$ cat src/rtl/sprite_rom_arbiter_if.sv
// Sprite ROM arbiter bus.
// Bundles the requester handshake, the response path and the ROM read port.
// The slave modport is the arbiter's view of the bus.
// The master modport is the environment's view: the renderers plus the ROM instance.
interface sprite_rom_arbiter_if #(
  parameter int NUM_REQ = 4,
  parameter int ADDR_W  = 11,
  parameter int DATA_W  = 12
);
  logic [NUM_REQ-1:0]        req;
  logic [NUM_REQ*ADDR_W-1:0] req_addr;
  logic [NUM_REQ-1:0]        gnt;
  logic [NUM_REQ-1:0]        rsp_valid;
  logic [DATA_W-1:0]         rsp_data;
  logic                      rom_en;
  logic [ADDR_W-1:0]         rom_addr;
  logic [DATA_W-1:0]         rom_data;
  logic                      busy;

  modport slave (
    input  req, req_addr, rom_data,
    output gnt, rsp_valid, rsp_data, rom_en, rom_addr, busy
  );

  modport master (
    output req, req_addr, rom_data,
    input  gnt, rsp_valid, rsp_data, rom_en, rom_addr, busy
  );
endinterface

$ cat src/rtl/sprite_rom_arbiter.sv
// Sprite ROM arbiter.
// Shares one single-port sprite/tile ROM between NUM_REQ pixel requesters.
// Requests are granted round-robin, and the ROM enable and address are registered.
// Each read's owner rides a tag pipeline matched to the ROM latency, so the returned
// color is flagged to the requester that asked for it.
// Optional feature: define SPRITE_ARB_REQ0_PRIORITY_EN to make requester 0 an
// absolute-priority client. The remaining requesters then rotate among themselves.
module sprite_rom_arbiter #(
  parameter int NUM_REQ = 4,
  parameter int ADDR_W  = 11,
  parameter int DATA_W  = 12,
  parameter int ROM_LAT = 2
) (
  input  logic clk,
  input  logic rst_n,
  sprite_rom_arbiter_if.slave bus
);

  localparam int ID_W = (NUM_REQ > 1) ? $clog2(NUM_REQ) : 1;

  // Round-robin pointer: the index where the next search starts.
  logic [ID_W-1:0]    rr_ptr;

  // Result of this cycle's arbitration.
  logic               grant_any;
  logic [ID_W-1:0]    grant_id;
  logic [NUM_REQ-1:0] gnt_vec;
  logic [ADDR_W-1:0]  grant_addr;
  logic [ID_W-1:0]    ptr_next;

  // Issue stage: holds the read whose address is on rom_addr this cycle.
  logic               issue_valid;
  logic [ID_W-1:0]    issue_id;
  logic [ADDR_W-1:0]  rom_addr_q;
  logic               rom_en_q;
  logic               rom_en_next;

  // Owner tags that follow each read through the ROM's internal registers.
  logic [ROM_LAT-1:0] tag_valid;
  logic [ID_W-1:0]    tag_id [ROM_LAT];

  logic [NUM_REQ-1:0] rsp_vec;

`ifdef SPRITE_ARB_REQ0_PRIORITY_EN
  // Requester 0 wins outright. Otherwise, rotate among requesters 1..NUM_REQ-1.
  always_comb begin
    int start;
    int pos;
    logic [ID_W-1:0] idx;
    grant_any = 1'b0;
    grant_id  = '0;
    start     = 1;
    pos       = 0;
    idx       = '0;
    if (bus.req[0]) begin
      grant_any = 1'b1;
      grant_id  = '0;
    end else begin
      start = (rr_ptr == '0) ? 1 : int'(rr_ptr);
      for (int k = 0; k < NUM_REQ - 1; k++) begin
        pos = start + k;
        if (pos >= NUM_REQ) begin
          pos = pos - (NUM_REQ - 1);
        end
        idx = ID_W'(pos);
        if (!grant_any && bus.req[idx]) begin
          grant_any = 1'b1;
          grant_id  = idx;
        end
      end
    end
  end
`else
  // Search from rr_ptr, wrapping modulo NUM_REQ. The first requester found wins.
  always_comb begin
    int pos;
    logic [ID_W-1:0] idx;
    grant_any = 1'b0;
    grant_id  = '0;
    pos       = 0;
    idx       = '0;
    for (int k = 0; k < NUM_REQ; k++) begin
      pos = int'(rr_ptr) + k;
      if (pos >= NUM_REQ) begin
        pos = pos - NUM_REQ;
      end
      idx = ID_W'(pos);
      if (!grant_any && bus.req[idx]) begin
        grant_any = 1'b1;
        grant_id  = idx;
      end
    end
  end
`endif

  // Decode the winner into a one-hot grant, its address and the following pointer.
  always_comb begin
    gnt_vec    = '0;
    grant_addr = '0;
    ptr_next   = '0;
    if (grant_any) begin
      gnt_vec[grant_id] = 1'b1;
    end
    for (int i = 0; i < NUM_REQ; i++) begin
      if (grant_id == ID_W'(i)) begin
        grant_addr = bus.req_addr[i*ADDR_W +: ADDR_W];
      end
    end
    if (grant_id == ID_W'(NUM_REQ - 1)) begin
      ptr_next = '0;
    end else begin
      ptr_next = grant_id + ID_W'(1);
    end
  end

  // Advance the pointer past each winner. A priority grant to requester 0 leaves it alone.
  always_ff @(posedge clk or negedge rst_n) begin
    if (!rst_n) begin
      rr_ptr <= '0;
    end else begin
`ifdef SPRITE_ARB_REQ0_PRIORITY_EN
      if (grant_any && (grant_id != '0)) begin
        rr_ptr <= ptr_next;
      end
`else
      if (grant_any) begin
        rr_ptr <= ptr_next;
      end
`endif
    end
  end

  // Launch the granted read. The address holds its last value while the ROM is idle.
  always_ff @(posedge clk or negedge rst_n) begin
    if (!rst_n) begin
      rom_addr_q  <= '0;
      issue_valid <= 1'b0;
      issue_id    <= '0;
    end else begin
      if (grant_any) begin
        rom_addr_q <= grant_addr;
      end
      issue_valid <= grant_any;
      issue_id    <= grant_id;
    end
  end

  // The next rom_en must cover every read that will occupy the issue stage or the early tag stages.
  always_comb begin
    rom_en_next = grant_any;
    if (ROM_LAT >= 2) begin
      rom_en_next = rom_en_next | issue_valid;
    end
    for (int i = 0; i < ROM_LAT - 2; i++) begin
      rom_en_next = rom_en_next | tag_valid[i];
    end
  end

  // Register the ROM enable so the ROM sees a clean level on every edge it needs.
  always_ff @(posedge clk or negedge rst_n) begin
    if (!rst_n) begin
      rom_en_q <= 1'b0;
    end else begin
      rom_en_q <= rom_en_next;
    end
  end

  // Shift the owner tags along with the ROM's read pipeline. This pipeline never stalls.
  always_ff @(posedge clk or negedge rst_n) begin
    if (!rst_n) begin
      tag_valid <= '0;
      for (int i = 0; i < ROM_LAT; i++) begin
        tag_id[i] <= '0;
      end
    end else begin
      tag_valid[0] <= issue_valid;
      tag_id[0]    <= issue_id;
      for (int i = 1; i < ROM_LAT; i++) begin
        tag_valid[i] <= tag_valid[i-1];
        tag_id[i]    <= tag_id[i-1];
      end
    end
  end

  // Flag the owner of the color that the ROM is presenting this cycle.
  always_comb begin
    rsp_vec = '0;
    if (tag_valid[ROM_LAT-1]) begin
      rsp_vec[tag_id[ROM_LAT-1]] = 1'b1;
    end
  end

  assign bus.gnt       = gnt_vec;
  assign bus.rom_en    = rom_en_q;
  assign bus.rom_addr  = rom_addr_q;
  assign bus.rsp_valid = rsp_vec;
  assign bus.rsp_data  = bus.rom_data;
  assign bus.busy      = issue_valid | (|tag_valid);

endmodule

$ cat src/flat_wrapper.sv
// flat-port wrapper written by rule: the top's interface ports become plain ports
module sprite_rom_arbiter_flat 
#(
  parameter int NUM_REQ = 4,
  parameter int ADDR_W  = 11,
  parameter int DATA_W  = 12,
  parameter int ROM_LAT = 2
)
  (clk, rst_n, bus_req, bus_req_addr, bus_rom_data, bus_gnt, bus_rsp_valid, bus_rsp_data, bus_rom_en, bus_rom_addr, bus_busy);
  sprite_rom_arbiter_if #(.NUM_REQ(NUM_REQ), .ADDR_W(ADDR_W), .DATA_W(DATA_W)) bus_i ();
  input  logic clk;
  input  logic rst_n;
  input wire logic [$bits(bus_i.req)-1:0] bus_req;
  input wire logic [$bits(bus_i.req_addr)-1:0] bus_req_addr;
  input wire logic [$bits(bus_i.rom_data)-1:0] bus_rom_data;
  output wire logic [$bits(bus_i.gnt)-1:0] bus_gnt;
  output wire logic [$bits(bus_i.rsp_valid)-1:0] bus_rsp_valid;
  output wire logic [$bits(bus_i.rsp_data)-1:0] bus_rsp_data;
  output wire logic [$bits(bus_i.rom_en)-1:0] bus_rom_en;
  output wire logic [$bits(bus_i.rom_addr)-1:0] bus_rom_addr;
  output wire logic [$bits(bus_i.busy)-1:0] bus_busy;
  assign bus_i.req = bus_req;
  assign bus_i.req_addr = bus_req_addr;
  assign bus_i.rom_data = bus_rom_data;
  assign bus_gnt = bus_i.gnt;
  assign bus_rsp_valid = bus_i.rsp_valid;
  assign bus_rsp_data = bus_i.rsp_data;
  assign bus_rom_en = bus_i.rom_en;
  assign bus_rom_addr = bus_i.rom_addr;
  assign bus_busy = bus_i.busy;
  sprite_rom_arbiter #(.NUM_REQ(NUM_REQ), .ADDR_W(ADDR_W), .DATA_W(DATA_W), .ROM_LAT(ROM_LAT)) u_core (.clk(clk), .rst_n(rst_n), .bus(bus_i));
endmodule
$ cat config.mk
export PLATFORM = sky130hd
export DESIGN_NAME = sprite_rom_arbiter_flat
export DESIGN_NICKNAME = d
export VERILOG_FILES = /design/src/rtl/sprite_rom_arbiter_if.sv /design/src/rtl/sprite_rom_arbiter.sv /design/src/flat_wrapper.sv
export SDC_FILE = /design/constraint.sdc
export NUM_CORES = 1
export LEC_CHECK = 0
export BUFFER_PORTS_ARGS = -buffer_cell sky130_fd_sc_hd__buf_2
export CORE_UTILIZATION = 30
export DETAILED_ROUTE_END_ITERATION = 7
export MAX_ROUTING_LAYER = met4
export PLACE_DENSITY_LB_ADDON = 0.3
export SETUP_SLACK_MARGIN = 0.2
export SYNTH_ARGS = -nofsm -noshare
export SYNTH_HDL_FRONTEND = slang
export SYNTH_SLANG_ARGS = --single-unit
export TNS_END_PERCENT = 20
$ cat constraint.sdc
create_clock -name clk -period 2.46 [get_ports clk]
set_input_delay 0.246 -clock clk [delete_from_list [all_inputs] [get_ports clk]]
set_output_delay 0.246 -clock clk [all_outputs]
set_load 0.02 [all_outputs]
==> results of run 1 <==
## power by group through the flow
stage	sequential [mW]	clock [mW]	combinational [mW]
2_1_floorplan	0.724	0	0.729
3_3_place_gp	0.628	0	1.18
3_5_place_dp	0.633	0	1.19
4_1_cts	0.625	0.238	1.20
5_1_grt	0.649	0.252	1.46
6_report	0.630	0.231	1.34
## critical path, cell delays in order, from the launching register on
cell and delay [ns]:
dfrtp_1 0.43, a21o_1 0.17, a21boi_1 0.20, o21a_2 0.21, ha_1 0.21, buf_12 0.16, and2_1 0.14, buf_2 0.16
## cell type report
cell class                 instances  area, um^2  share of cell area [%]
clock buffer                       3        41.3                    2.19
clock inverter                     1        7.51                   0.399
inverter                          11        41.3                    2.19
multi-input combinational         99         678                    36.0
sequential                        23         577                    30.6
tap                               52        65.1                    3.46
timing repair buffer              81         473                    25.1
## repair_timing
| action | 4_1_cts | 5_1_grt |
|---|---|---|
| pin swaps | 0 | 2 |
| setup endpoints to repair | 2 | 15 |
| gates resized for setup | 1 | 11 |
| buffers inserted | 0 | 6 |
| hold buffers | 1 | 0 |
| gates cloned | 0 | 0 |
| endpoints found under the hold margin | 23 | 0 |
## layer usage
layer  wire length [um]  vias to the layer above
met3                167                       16
met2               1730                       39
met5                  0                        -
met4                104                        0
li1                   -                      661
met1               1770                      615
## cells in the final DEF, fill, tap and decap left out, types with 4 or more instances in the layout
cell type / count
dfrtp_1: 22
buf_4: 6
buf_2: 70
nand2_1: 13
nand3b_1: 11
a21oi_1: 11
nor2_1: 13
and2_1: 4
inv_1: 11
a221o_1: 11
a31oi_1: 11
## cell families (layout without fill, tap and decap cells)
logic type,after synthesis,after routing,synth area share (%)
muxes,1,1,0.800
DFF,23,23,40.9
adders and majority gates,4,4,3.56
buffers and inverters,34,96,13.6
and+or+nand+nor,52,52,19.7
AOI/OAI and AO/OA,42,42,21.4
## metrics by stage
stage	total power, mW	cell area, um^2	utilization [%]	hold slack [ns]	setup slack (ns)
2_1_floorplan	1.45	1420	-	-0.0496	0.190
3_3_place_gp	1.81	1730	38.9	0.246	0.100
3_5_place_dp	1.82	1730	38.9	0.246	0.0762
4_1_cts	2.06	1790	40.3	0.237	0.0981
5_1_grt	2.36	1880	42.4	0.257	0.160
6_report	2.20	1880	42.4	0.240	0.273
## worst paths after layout
check | end | slack [ns] | cells after the start
setup / recovery | bus_gnt[2] | 0.27 | 7
hold / removal | u_core.bus.rom_addr[7] | 0.24 | 3
setup reg to reg | u_core.bus.rom_addr[4] | 0.42 | 8
hold reg to reg | u_core.tag_id[1] | 0.35 | 0
max in group asynchronous | u_core.rr_ptr[0] | 1.60 | 2
min in group asynchronous | u_core.bus.rom_addr[2] | 0.49 | 2
## sequential cells by signal, summed over array words and instances (netlist names)
| name | cells |
|---|---|
| u_core.bus.rom_addr | 11 |
| u_core.bus.rom_en | 1 |
| u_core.issue_id | 2 |
| u_core.issue_valid | 1 |
| u_core.rr_ptr | 2 |
| u_core.tag_id | 4 |
| u_core.tag_valid | 2 |
==> flow_summary.ini, run 1 <==
[setup_path]
worstPathRequired_ns = 2.21
worstPathMaxFanout = 23
path_class = reg -> out
critPathArrivalTime_ns = 1.94
end_kind = output port
crit_start = u_core.rr_ptr[1]
crit-reg2reg-launch = u_core.rr_ptr[0]
start_kind = flop

[clock_network]
cts.path.max_buffers = 2
cts_tree = done
clk_pin_slew_ns = 0.08
cts.sinks = 23
cts_root_buffer = clkbuf_8
clk_latency_ns = 0.26
cts_inserted_buffers = 3
htree_levels = 1

[cells_and_area]
nFillCells = 458
diodes = 0
drive_gt1_share_pct = 42.2
nets = 285
syn2layout_area_growth_pct = 33.8
final_cells = 270

[logic_synthesis]
syn_area_per_cell_um2 = 9.02
synthArstFlopShare_pct = 100
synth_edf_count = 0
synth_area_um2 = 1410
ys_seq_area_share_pct = 40.9
synth_top_area_cell = dfrtp_1
synth_commonest_cells = dfrtp_1 (23), nand2_1 (13), nor2_1 (13), buf_4 (12)
ys_ff_latch = 23
yosys.cell_count.top_type = dfrtp_1
yosys.area.top_type_share_pct = 40.9
yosys_warnings = 0
synth_area_leaders = dfrtp_1 (41%), a221o_1 (7.8%), buf_4 (6.4%), nand3b_1 (5.9%), a31oi_1 (4.9%)
synth_nets = 222
synth_flop_cell = dfrtp_1
synth_cell_types = 30
syn_inst = 156

[placement]
dp_hpwl_mm = 2.79
place_inst = 259
place_congestion = 0.833
portBuffers = 70

[power_and_ir_drop]
leakagePower_nw = 0.926
peakVddDrop_v = 0.000514
power_frac_seq_pct = 28.6
comb_power_share_pct = 60.9
switching_share_pct = 41.8
p_switching_mw = 0.920
p_per_area_nw_per_um2 = 1170
internal-power_mw = 1.28
clockPowerShare_pct = 10.5

[detailed_routing]
ant_nets = 0
viasPerCell = 4.93
wl_mm = 3.77
vias = 1331
drt-initial-drc-count = 100
routedWlPerCell_um = 14.0
first_pass_iters = 6
drc = 8

[sta]
drv_slew = 0
period_share_pct = 88.9
worst_pin_slew_ns = 0.513
min_period_ns = 2.19
fin_tns_setup_ns = 0
rsz0062_at_grt = yes
max_slew_margin_pct = 65.8
final-setup-viol-count = 0
clock_skew_ns = 0.00289
max_freq_mhz = 457
hold_violations = 0

[global_route]
antenna_found_initial = 0
overflow = 0
grtUsageMet1_pct = 21.6
grt_use_met2_pct = 20.8
grt_max_degree = 28
grtUsageTotal_pct = 14.8
grt_busiest_layer = met1
grt_pass1_vias = 1211
use_met3_pct = 1.44
grt_pass1_wl_mm = 5.69

[die]
ioPinCount = 95
initial_utilization_pct = 31.7
dieArea_um2 = 4970
die_h_um = 70.5
core_area_um2 = 4440
die_x_um = 70.5
rows = 24

[outcome]
violations = design-rule violations
status = finished, violations left

[worst_hold_path]
worstHoldPathType = in -> reg
min_from = bus_req_addr[40]

[flow_run]
maxCapViolations = 0
Power figures use the tool's default switching activity.
==> inputs of run 2 (changes only) <==
--- a/config.mk
+++ b/config.mk
@@ -5,11 +5,12 @@
 export SDC_FILE = /design/constraint.sdc
 export NUM_CORES = 1
 export LEC_CHECK = 0
-export BUFFER_PORTS_ARGS = -buffer_cell sky130_fd_sc_hd__buf_2
 export CORE_UTILIZATION = 30
 export DETAILED_ROUTE_END_ITERATION = 7
+export DONT_BUFFER_PORTS = 1
 export MAX_ROUTING_LAYER = met4
 export PLACE_DENSITY_LB_ADDON = 0.3
+export REMOVE_ABC_BUFFERS = 1
 export SETUP_SLACK_MARGIN = 0.2
 export SYNTH_ARGS = -nofsm -noshare
 export SYNTH_HDL_FRONTEND = slang
==> run 2 against run 1 <==
- the run still ends with design-rule violations left
- cell count down 28%
- worst setup slack improved by 0.0066 ns
- clock power about the same
- die area stayed put
- register-to-register slack got worse by 0.09 ns
- count of clock-buffer cells in the layout is the same
- fmax up 0.30%
- critical path type unchanged
- highest routed layer unchanged
==> flow_summary.ini, run 2 (synthesis gave the netlist of run 1 again) <==
[clock_network]
cts_tree = done
cts_root_buffer = clkbuf_8
cts_inserted_buffers = 3
cts.path.max_buffers = 2
htree_levels = 1
cts.sinks = 23
clk_pin_slew_ns = 0.08
post-cts-setup-buffers = 0
clk_latency_ns = 0.26

[detailed_routing]
ant_nets = 0
routedWlPerCell_um = 17.3
drt-initial-drc-count = 63
vias = 1090
viasPerCell = 5.59
first_pass_iters = 6
drc = 2
wl_mm = 3.38

[die]
rows = 24
die_h_um = 70.5
core_area_um2 = 4440
die_x_um = 70.5
dieArea_um2 = 4970
ioPinCount = 95
initial_utilization_pct = 31.7

[sta]
hold_violations = 0
setup_ws_ns = 0.280
drv_slew = 0
fin_tns_setup_ns = 0
worst_pin_slew_ns = 1.06
rsz0062_at_grt = yes
period_share_pct = 88.6
final-setup-viol-count = 0
min_period_ns = 2.18
clock_skew_ns = 0.00279
max_slew_margin_pct = 29.2
max_freq_mhz = 459

[setup_path]
r2r-end = u_core.bus.rom_addr[1]
worstRegToRegCells = 8
slowest_stage = dfrtp_1
worstPathRequired_ns = 2.21
start_kind = flop
cp_top_family = compound AO/OA/AOI/OAI gates
cp_cell_sequence = a21o_1, a21boi_0, o21a_1, ha_1, buf_4, and2_2
slowest_delay_ns = 0.44
crit-reg2reg-launch = u_core.rr_ptr[1]
crit_start = u_core.rr_ptr[1]
end_kind = output port
cp.depth = 6
r2r_setup_slack_ns = 0.33
crit_end = bus_gnt[2]
worst-path-buf-inv = 1
path_class = reg -> out
worstPathMaxFanout = 13
critPathArrivalTime_ns = 1.93

[placement]
dp_slack_ns = 0.122
place_area_um2 = 1360
place_congestion = 0.707
dp_hpwl_mm = 2.53
portBuffers = 0

[global_route]
overflow = 0
grt_pass1_vias = 1114
grt_pass1_wl_mm = 5.37
grtUsageTotal_pct = 14.4
grt_max_degree = 30
antenna_found_initial = 0

[cells_and_area]
final_common_cell = dfrtp_1
final_cell_mix = dfrtp_1 (22), nor2_1 (13), nand2_1 (13)
syn2layout_area_growth_pct = 2.67
nFillCells = 461
largest_register_ffs = 11
diodes = 0
nets = 210
drive_gt1_share_pct = 11.9
final_area_um2 = 1450

[power_and_ir_drop]
leakagePower_nw = 0.605
power_mw = 1.87
p_per_area_nw_per_um2 = 1300
peakVddDrop_v = 0.000392

[worst_hold_path]
min_from = bus_req_addr[40]
worstHoldPathType = in -> reg

[outcome]
status = finished, violations left
violations = design-rule violations

[flow_run]
maxCapViolations = 0
==> run 2: worst min path at each step <==
stage                             end  slack, ns  cells after the start
5_1_grt        u_core.bus.rom_addr[7]       0.13                      2
4_1_cts        u_core.bus.rom_addr[7]       0.13                      2
2_1_floorplan  u_core.bus.rom_addr[0]      -0.05                      0
3_5_place_dp   u_core.bus.rom_addr[3]      -0.05                      0
3_3_place_gp   u_core.bus.rom_addr[9]      -0.05                      0
6_report       u_core.bus.rom_addr[7]       0.13                      2
==> run 2: final cells by class <==
cell class / count / area, um^2 / area share [%]
tap: 52 / 65.1 / 4.50
sequential: 23 / 577 / 39.9
timing repair buffer: 6 / 47.5 / 3.29
inverter: 11 / 41.3 / 2.86
multi-input combinational: 99 / 668 / 46.2
clock inverter: 1 / 5.00 / 0.346
clock buffer: 3 / 41.3 / 2.86
==> run 2: what timing repair did <==
| action | 4_1_cts | 5_1_grt |
|---|---|---|
| gates resized for setup | 2 | 8 |
| hold buffers | 1 | 0 |
| endpoints found under the hold margin | 23 | 0 |
| setup endpoints to repair | 2 | 15 |
==> run 2: metrics by stage <==
stage	hold slack (ns)	utilization [%]	cells
2_1_floorplan	-0.0496	-	133
3_3_place_gp	-0.0490	30.6	190
3_5_place_dp	-0.0488	30.6	190
4_1_cts	0.126	32.2	195
5_1_grt	0.133	32.5	195
6_report	0.129	32.5	195
==> run 2: per-layer routing <==
metal / vias up / track usage (%) / wire length (um)
li1: 509 / - / -
met4: 0 / 6.12 / 23
met5: - / - / 0
met3: 4 / 7.79 / 461
met2: 65 / 22.5 / 1650
met1: 512 / 15.0 / 1250
==> run 2: power breakdown <==
group | internal, mW | switching (mW) | total, mW
combinational | 0.403 | 0.475 | 0.878
sequential | 0.534 | 0.227 | 0.761
clock | 0.113 | 0.120 | 0.233
==> run 2: worst reg2reg max path: stages, from the launching register on <==
cell	delay, ns
dfrtp_1	0.44
a21o_1	0.17
a21boi_0	0.22
o21ai_0	0.17
ha_1	0.25
buf_4	0.17
nand3b_1	0.15
a221o_1	0.30
a31oi_1	0.18
